<file path="config.mk">
export PLATFORM = sky130hd
export DESIGN_NAME = core_sequencer_flat
export DESIGN_NICKNAME = d
export VERILOG_FILES = /design/src/rtl/core_sequencer_if.sv /design/src/rtl/core_sequencer.sv /design/src/flat_wrapper.sv
export SDC_FILE = /design/constraint.sdc
export NUM_CORES = 1
export LEC_CHECK = 0
export BUFFER_PORTS_ARGS = -buffer_cell sky130_fd_sc_hd__buf_2
export CORE_UTILIZATION = 41
export DETAILED_ROUTE_END_ITERATION = 12
export SLEW_MARGIN = 20
export SYNTH_ARGS = -nofsm -noshare
export SYNTH_HDL_FRONTEND = slang
export SYNTH_SLANG_ARGS = --single-unit
</file>
<file path="constraint.sdc">
create_clock -name clk -period 2.6 [get_ports clk]
set_input_delay 0.39 -clock clk [delete_from_list [all_inputs] [get_ports clk]]
set_output_delay 0.39 -clock clk [all_outputs]
set_load 0.05 [all_outputs]
</file>
<file path="src/rtl/core_sequencer_if.sv">
// -----------------------------------------------------------------------------
// core_sequencer_if
// Shared memory port between the core sequencer and the memory subsystem.
//   mem_read_enable  : read strobe (instruction fetch or load)
//   mem_write_enable : write strobe (store)
//   ifetch_select    : 1 = address from PC, 0 = address from alu_result
//   mem_ready        : memory finished the current access this cycle
// master = sequencer side, slave = memory side.
// -----------------------------------------------------------------------------
interface core_sequencer_if;
  logic mem_read_enable;
  logic mem_write_enable;
  logic ifetch_select;
  logic mem_ready;

  modport master (
    output mem_read_enable,
    output mem_write_enable,
    output ifetch_select,
    input  mem_ready
  );

  modport slave (
    input  mem_read_enable,
    input  mem_write_enable,
    input  ifetch_select,
    output mem_ready
  );
endinterface

</file>
<file path="src/rtl/core_sequencer.sv">
// -----------------------------------------------------------------------------
// core_sequencer
// Multi-cycle control FSM for the x32 datapath. Sequences fetch, decode,
// execute, memory access and writeback over one shared memory port, with
// free-running (run_enable) and single-step (step_pulse) control.
//
// Ports:
//   clk, reset          : clock, synchronous active-high reset
//   run_enable          : level, execute instructions back to back
//   step_pulse          : one-cycle pulse, starts one instruction from IDLE
//   is_load/is_store/is_jump : decoded instruction class, valid from DECODE
//   mem                 : memory port (strobes, address select, mem_ready)
//   ir_load             : instruction register capture strobe
//   pc_enable           : PC advance/jump strobe
//   reg_write_enable    : register file write strobe
//   reg_write_select    : 0 = alu_result, 1 = mem_read_data
//   state               : current state encoding
//   fault               : sticky error flag, cleared only by reset
//   instr_count         : retired instruction count (wraps)
//
// state     | meaning
// ----------+-----------------------------------------------------------
// IDLE  (0) | waiting for run_enable or step_pulse
// FETCH (1) | reading instruction at PC, waits for mem_ready
// DECODE(2) | one cycle for the control unit to decode
// EXECUTE(3)| ALU cycle; instruction class picks the next state
// MEMORY(4) | load/store access at alu_result, waits for mem_ready
// WRITEBACK(5)| register write and PC update, retires the instruction
// FAULT (7) | memory timeout or illegal class; held until reset
// -----------------------------------------------------------------------------
module core_sequencer #(
  parameter int MEM_WAIT_MAX = 15
) (
  input  logic                     clk,
  input  logic                     reset,
  input  logic                     run_enable,
  input  logic                     step_pulse,
  input  logic                     is_load,
  input  logic                     is_store,
  input  logic                     is_jump,
  core_sequencer_if.master         mem,
  output logic                     ir_load,
  output logic                     pc_enable,
  output logic                     reg_write_enable,
  output logic                     reg_write_select,
  output logic [2:0]               state,
  output logic                     fault,
  output logic [31:0]              instr_count
);

  typedef enum logic [2:0] {
    S_IDLE      = 3'd0,
    S_FETCH     = 3'd1,
    S_DECODE    = 3'd2,
    S_EXECUTE   = 3'd3,
    S_MEMORY    = 3'd4,
    S_WRITEBACK = 3'd5,
    S_FAULT     = 3'd7
  } state_t;

  localparam int WAIT_W = (MEM_WAIT_MAX > 1) ? $clog2(MEM_WAIT_MAX) : 1;
  // The wait cycle that would bring the count to MEM_WAIT_MAX is the one
  // that faults, so the register itself only ever holds 0..MEM_WAIT_MAX-1.
  localparam logic [WAIT_W-1:0] WAIT_LAST = WAIT_W'(MEM_WAIT_MAX - 1);

  state_t              state_q;
  logic [WAIT_W-1:0]   wait_cnt;
  // Instruction class is captured in EXECUTE so the MEMORY and WRITEBACK
  // strobes depend only on registered state and mem_ready.
  logic                load_q;
  logic                store_q;
  logic                jump_q;

  always_ff @(posedge clk) begin
    if (reset) begin
      state_q     <= S_IDLE;
      wait_cnt    <= '0;
      fault       <= 1'b0;
      instr_count <= '0;
      load_q      <= 1'b0;
      store_q     <= 1'b0;
      jump_q      <= 1'b0;
    end else begin
      case (state_q)
        S_IDLE: begin
          if (run_enable || step_pulse) state_q <= S_FETCH;
        end
        S_FETCH: begin
          if (mem.mem_ready) begin
            state_q  <= S_DECODE;
            wait_cnt <= '0;
          end else if (wait_cnt == WAIT_LAST) begin
            state_q  <= S_FAULT;
            fault    <= 1'b1;
            wait_cnt <= '0;
          end else begin
            wait_cnt <= wait_cnt + 1'b1;
          end
        end
        S_DECODE: begin
          state_q <= S_EXECUTE;
        end
        S_EXECUTE: begin
          load_q  <= is_load;
          store_q <= is_store;
          jump_q  <= is_jump;
          if (is_load && is_store) begin
            state_q <= S_FAULT;
            fault   <= 1'b1;
          end else if (is_load || is_store) begin
            state_q <= S_MEMORY;
          end else begin
            state_q <= S_WRITEBACK;
          end
        end
        S_MEMORY: begin
          if (mem.mem_ready) begin
            state_q  <= S_WRITEBACK;
            wait_cnt <= '0;
          end else if (wait_cnt == WAIT_LAST) begin
            state_q  <= S_FAULT;
            fault    <= 1'b1;
            wait_cnt <= '0;
          end else begin
            wait_cnt <= wait_cnt + 1'b1;
          end
        end
        S_WRITEBACK: begin
          instr_count <= instr_count + 32'd1;
          state_q     <= run_enable ? S_FETCH : S_IDLE;
        end
        S_FAULT: begin
          state_q <= S_FAULT;
        end
        default: begin
          // Unused encoding 6 is treated as a fault.
          state_q <= S_FAULT;
          fault   <= 1'b1;
        end
      endcase
    end
  end

  always_comb begin
    mem.mem_read_enable  = 1'b0;
    mem.mem_write_enable = 1'b0;
    mem.ifetch_select    = 1'b1;
    ir_load              = 1'b0;
    pc_enable            = 1'b0;
    reg_write_enable     = 1'b0;
    reg_write_select     = 1'b0;
    case (state_q)
      S_FETCH: begin
        mem.mem_read_enable = 1'b1;
        ir_load             = mem.mem_ready;
      end
      S_MEMORY: begin
        mem.ifetch_select    = 1'b0;
        mem.mem_read_enable  = load_q;
        mem.mem_write_enable = store_q;
      end
      S_WRITEBACK: begin
        pc_enable        = 1'b1;
        // Jumps write the link register; plain stores write nothing.
        reg_write_enable = ~store_q | jump_q;
        reg_write_select = load_q;
      end
      default: ;
    endcase
  end

  assign state = state_q;

endmodule
</file>
<file path="src/flat_wrapper.sv">
// flat-port wrapper written by rule: the top's interface ports become plain ports
module core_sequencer_flat 
#(
  parameter int MEM_WAIT_MAX = 15
)
  (clk, reset, run_enable, step_pulse, is_load, is_store, is_jump, ir_load, pc_enable, reg_write_enable, reg_write_select, state, fault, instr_count, mem_mem_read_enable, mem_mem_write_enable, mem_ifetch_select, mem_mem_ready);
  core_sequencer_if mem_i ();
  input  logic clk;
  input  logic reset;
  input  logic run_enable;
  input  logic step_pulse;
  input  logic is_load;
  input  logic is_store;
  input  logic is_jump;
  output logic ir_load;
  output logic pc_enable;
  output logic reg_write_enable;
  output logic reg_write_select;
  output logic [2:0] state;
  output logic fault;
  output logic [31:0] instr_count;
  output wire logic [$bits(mem_i.mem_read_enable)-1:0] mem_mem_read_enable;
  output wire logic [$bits(mem_i.mem_write_enable)-1:0] mem_mem_write_enable;
  output wire logic [$bits(mem_i.ifetch_select)-1:0] mem_ifetch_select;
  input wire logic [$bits(mem_i.mem_ready)-1:0] mem_mem_ready;
  assign mem_mem_read_enable = mem_i.mem_read_enable;
  assign mem_mem_write_enable = mem_i.mem_write_enable;
  assign mem_ifetch_select = mem_i.ifetch_select;
  assign mem_i.mem_ready = mem_mem_ready;
  core_sequencer #(.MEM_WAIT_MAX(MEM_WAIT_MAX)) u_core (.clk(clk), .reset(reset), .run_enable(run_enable), .step_pulse(step_pulse), .is_load(is_load), .is_store(is_store), .is_jump(is_jump), .mem(mem_i), .ir_load(ir_load), .pc_enable(pc_enable), .reg_write_enable(reg_write_enable), .reg_write_select(reg_write_select), .state(state), .fault(fault), .instr_count(instr_count));
endmodule
</file>
==> impl_metrics.toml <==
[run_status]
status = "finished, final reports clean"

[timing]
max_slew.worst_pin.slew_ns = 0.455
fin_tns_setup_ns = 0
fin_crit_sh_pct = 80.5
finalCriticalPeriod_ns = 2.09
hold_viol = 0
hold-worst-slack_ns = 0.351
finClkSkew_ns = 0.0101
rsz0062_at_grt = "false"
finalSetupViolations = 0
fmax_mhz = 478
maxSlewViolCount = 0
slew_headroom_pct = 69.4

[cts]
clockRootBuffer = "clkbuf_8"
ctsResizeCount = 0
path_clk_slew_ns = 0.09
worst_skew_pair.late_latency_ns = 0.29
clockBufferDepth = 2
hold_buffers = 0
htree_levels = 2
cts_tree = "built"
postCtsSetupRepairBufs = 0
cts.sinks = 43
cts_buffers = 5

[detailed_routing]
routed_wirelength_um = 4780
dr.pass1.iters = 4
vias = 1996
routed_via_density = 5.28
wl_per_cell_um = 12.7
drt-initial-drc-count = 86
final_antenna_net_count = 0
drc = 0

[worst_setup_path]
crit_path_max_incr_delay_ns = 0.59
crit_start = "u_core.instr_count[12]"
crit_chain = "nand4_1, or4_4, nor4_1, mux2_1"
r2r_setup_slack_ns = 0.51
arrival_ns = 2.27
crit_buf_inv = 0
rr_endpoint = "u_core.instr_count[31]"
path_class = "reg2reg"
r2r_cells = 4
rr_startpoint = "u_core.instr_count[12]"
worst-path-max-fanout = 22
worst_ep_required_time_ns = 2.78
start_kind = "flop"
path_delay_family = "simple AND/OR/NAND/NOR gates"
slowest_stage = "or4_4"
end_kind = "flop"

[placed_design]
gp_congestion = 0.790
hpwl_um = 3340
port-buffer-count = 50

[yosys]
ys_seq_area_share_pct = 39.7
syn_area_mm2 = 0.00217
synth_edf_count = 0
netlist_instances = 261
synth.avg_cell_area_um2 = 8.31
async_reset_ff_share_pct = 0
syn_nets = 273
ys_ff_latch = 43
synth_warnings = 0
synth_cell_types = 41
synth_top_flop_cell = "dfxtp_1"

[cells_and_area]
synthToLayoutAreaGrowth_pct = 19.8
drive_gt1_share_pct = 22.4
mostFrequentLayoutCell = "buf_2"
n_fill_cell = 524
diodes = 0
final_cell_mix = "buf_2 (50), dfxtp_1 (43), a21oi_1 (29)"
final_nets = 319

[min_path]
min-delay-path-class = "in2reg"
min_to = "u_core.jump_q"
hp-start = "is_jump"
worstHoldPathCells = 3

[global_route]
grt_max_degree = 25
track_usage_pct = 17.8
gr-usage-met2_pct = 25.8
grt_pass1_wl_um = 7780
grt_busiest_layer = "met1"
antenna_found_initial = 0
use_met1_pct = 26.6
grt_pass1_vias = 1675
gr-usage-met3_pct = 3.48
gr-total-overflow = 0

[die]
io_pins = 51
die-area_mm2 = 0.00559
core_area_mm2 = 0.00511
dieHeight_um = 74.7
die_x_um = 74.7
initial_utilization_pct = 42.5
row_count = 26

[flow_run]
maxCapViolCount = 0

[power_and_ir_drop]
p_leak_nw = 1.04
ir_drop_uv = 288
p_per_area_mw_per_mm2 = 511
==> stage by stage <==
stage	cells	utilization (%)	cell area, um2	setup WS [ns]	power, mW
floorplan	261	-	2170	0.175	0.770
global placement	370	48.6	2480	0.545	0.800
detailed placement	370	48.6	2480	0.515	0.799
CTS	378	50.9	2600	0.498	1.34
global route	378	50.9	2600	0.327	1.38
finish	378	50.9	2600	0.507	1.33
==> worst max path at each step <==
stage                             endpoint  cells after the start
CTS                 u_core.instr_count[31]                      4
global placement    u_core.instr_count[31]                      4
detailed placement  u_core.instr_count[31]                      4
floorplan             mem_mem_write_enable                      3
global route        u_core.instr_count[20]                      5
finish              u_core.instr_count[31]                      4
==> metal layers <==
metal	wire, um	up-vias	part of all wire (%)
met5	0	-	0
met4	36	0	0.75
met3	164	4	3.4
met2	2040	33	43
met1	2550	916	53
li1	-	1043	-
==> Yosys cell counts (2+ instances only) <==
| master | number | area [um2] |
|---|---|---|
| dfxtp_1 | 43 | 861 |
| a21oi_1 | 29 | 145 |
| nor2_1 | 26 | 97.6 |
| clkbuf_1 | 14 | 52.6 |
| nand3_1 | 13 | 65.1 |
| nand2_1 | 12 | 45.0 |
| o21ai_0 | 12 | 60.1 |
| or4_1 | 12 | 90.1 |
| o31ai_1 | 11 | 82.6 |
| inv_1 | 10 | 37.5 |
| nand4_1 | 8 | 50.1 |
| or3_1 | 7 | 43.8 |
| xor2_1 | 6 | 52.6 |
| mux2_1 | 5 | 56.3 |
| nor2b_1 | 5 | 31.3 |
| nor4_1 | 5 | 31.3 |
| and2_1 | 4 | 25.0 |
| ha_1 | 4 | 50.1 |
| mux2i_1 | 4 | 40.0 |
| nand2b_1 | 3 | 18.8 |
| or4b_1 | 3 | 30.0 |
| and3_1 | 2 | 12.5 |
| and4_1 | 2 | 17.5 |
| buf_2 | 2 | 10.0 |
| o41ai_1 | 2 | 17.5 |
| xnor2_1 | 2 | 17.5 |
==> state kept, by name, indices dropped and copies added (netlist names) <==
register and count:
u_core.wait_cnt 4, u_core.state 3, u_core.load_q 1, u_core.store_q 1, u_core.fault 1, u_core.instr_count 32
u_core.jump_q 1
==> worst reg2reg max path: stages, from the launching register on <==
cell and delay, ns:
dfxtp_1 0.42, nand4_1 0.21, or4_4 0.60, nor4_1 0.41, mux2_1 0.35
==> final cells by class <==
| cell class | instances | area, um2 | area share [%] |
|---|---|---|---|
| Clock inverter | 2 | 35.0 | 1.35 |
| Tap cell | 70 | 87.6 | 3.37 |
| Multi-Input combinational cell | 191 | 1200 | 46.2 |
| Clock buffer | 6 | 82.6 | 3.18 |
| Timing Repair Buffer | 56 | 295 | 11.4 |
| Inverter | 10 | 37.5 | 1.44 |
| Sequential cell | 43 | 861 | 33.1 |
==> where the power goes <==
group	leakage (nW)	total [mW]	switching, mW	internal [mW]
clock	0.0612	0.543	0.232	0.311
combinational	0.636	0.110	0.0768	0.0331
sequential	0.347	0.674	0.00930	0.665
==> kinds of logic (layout without fill, tap and decap cells) <==
| logic type | after synthesis | after routing | share of synthesized area, % |
|---|---|---|---|
| AO/OA/AOI/OAI | 60 | 60 | 16.3 |
| XOR/XNOR | 8 | 8 | 3.23 |
| adder cells (fa/ha/maj) | 4 | 4 | 2.31 |
| buffers and inverters | 27 | 74 | 5.13 |
| flip-flops | 43 | 43 | 39.7 |
| multiplexers | 9 | 9 | 4.44 |
| AND/OR/NAND/NOR | 110 | 110 | 29.0 |
(Power assumes the default switching activity.)
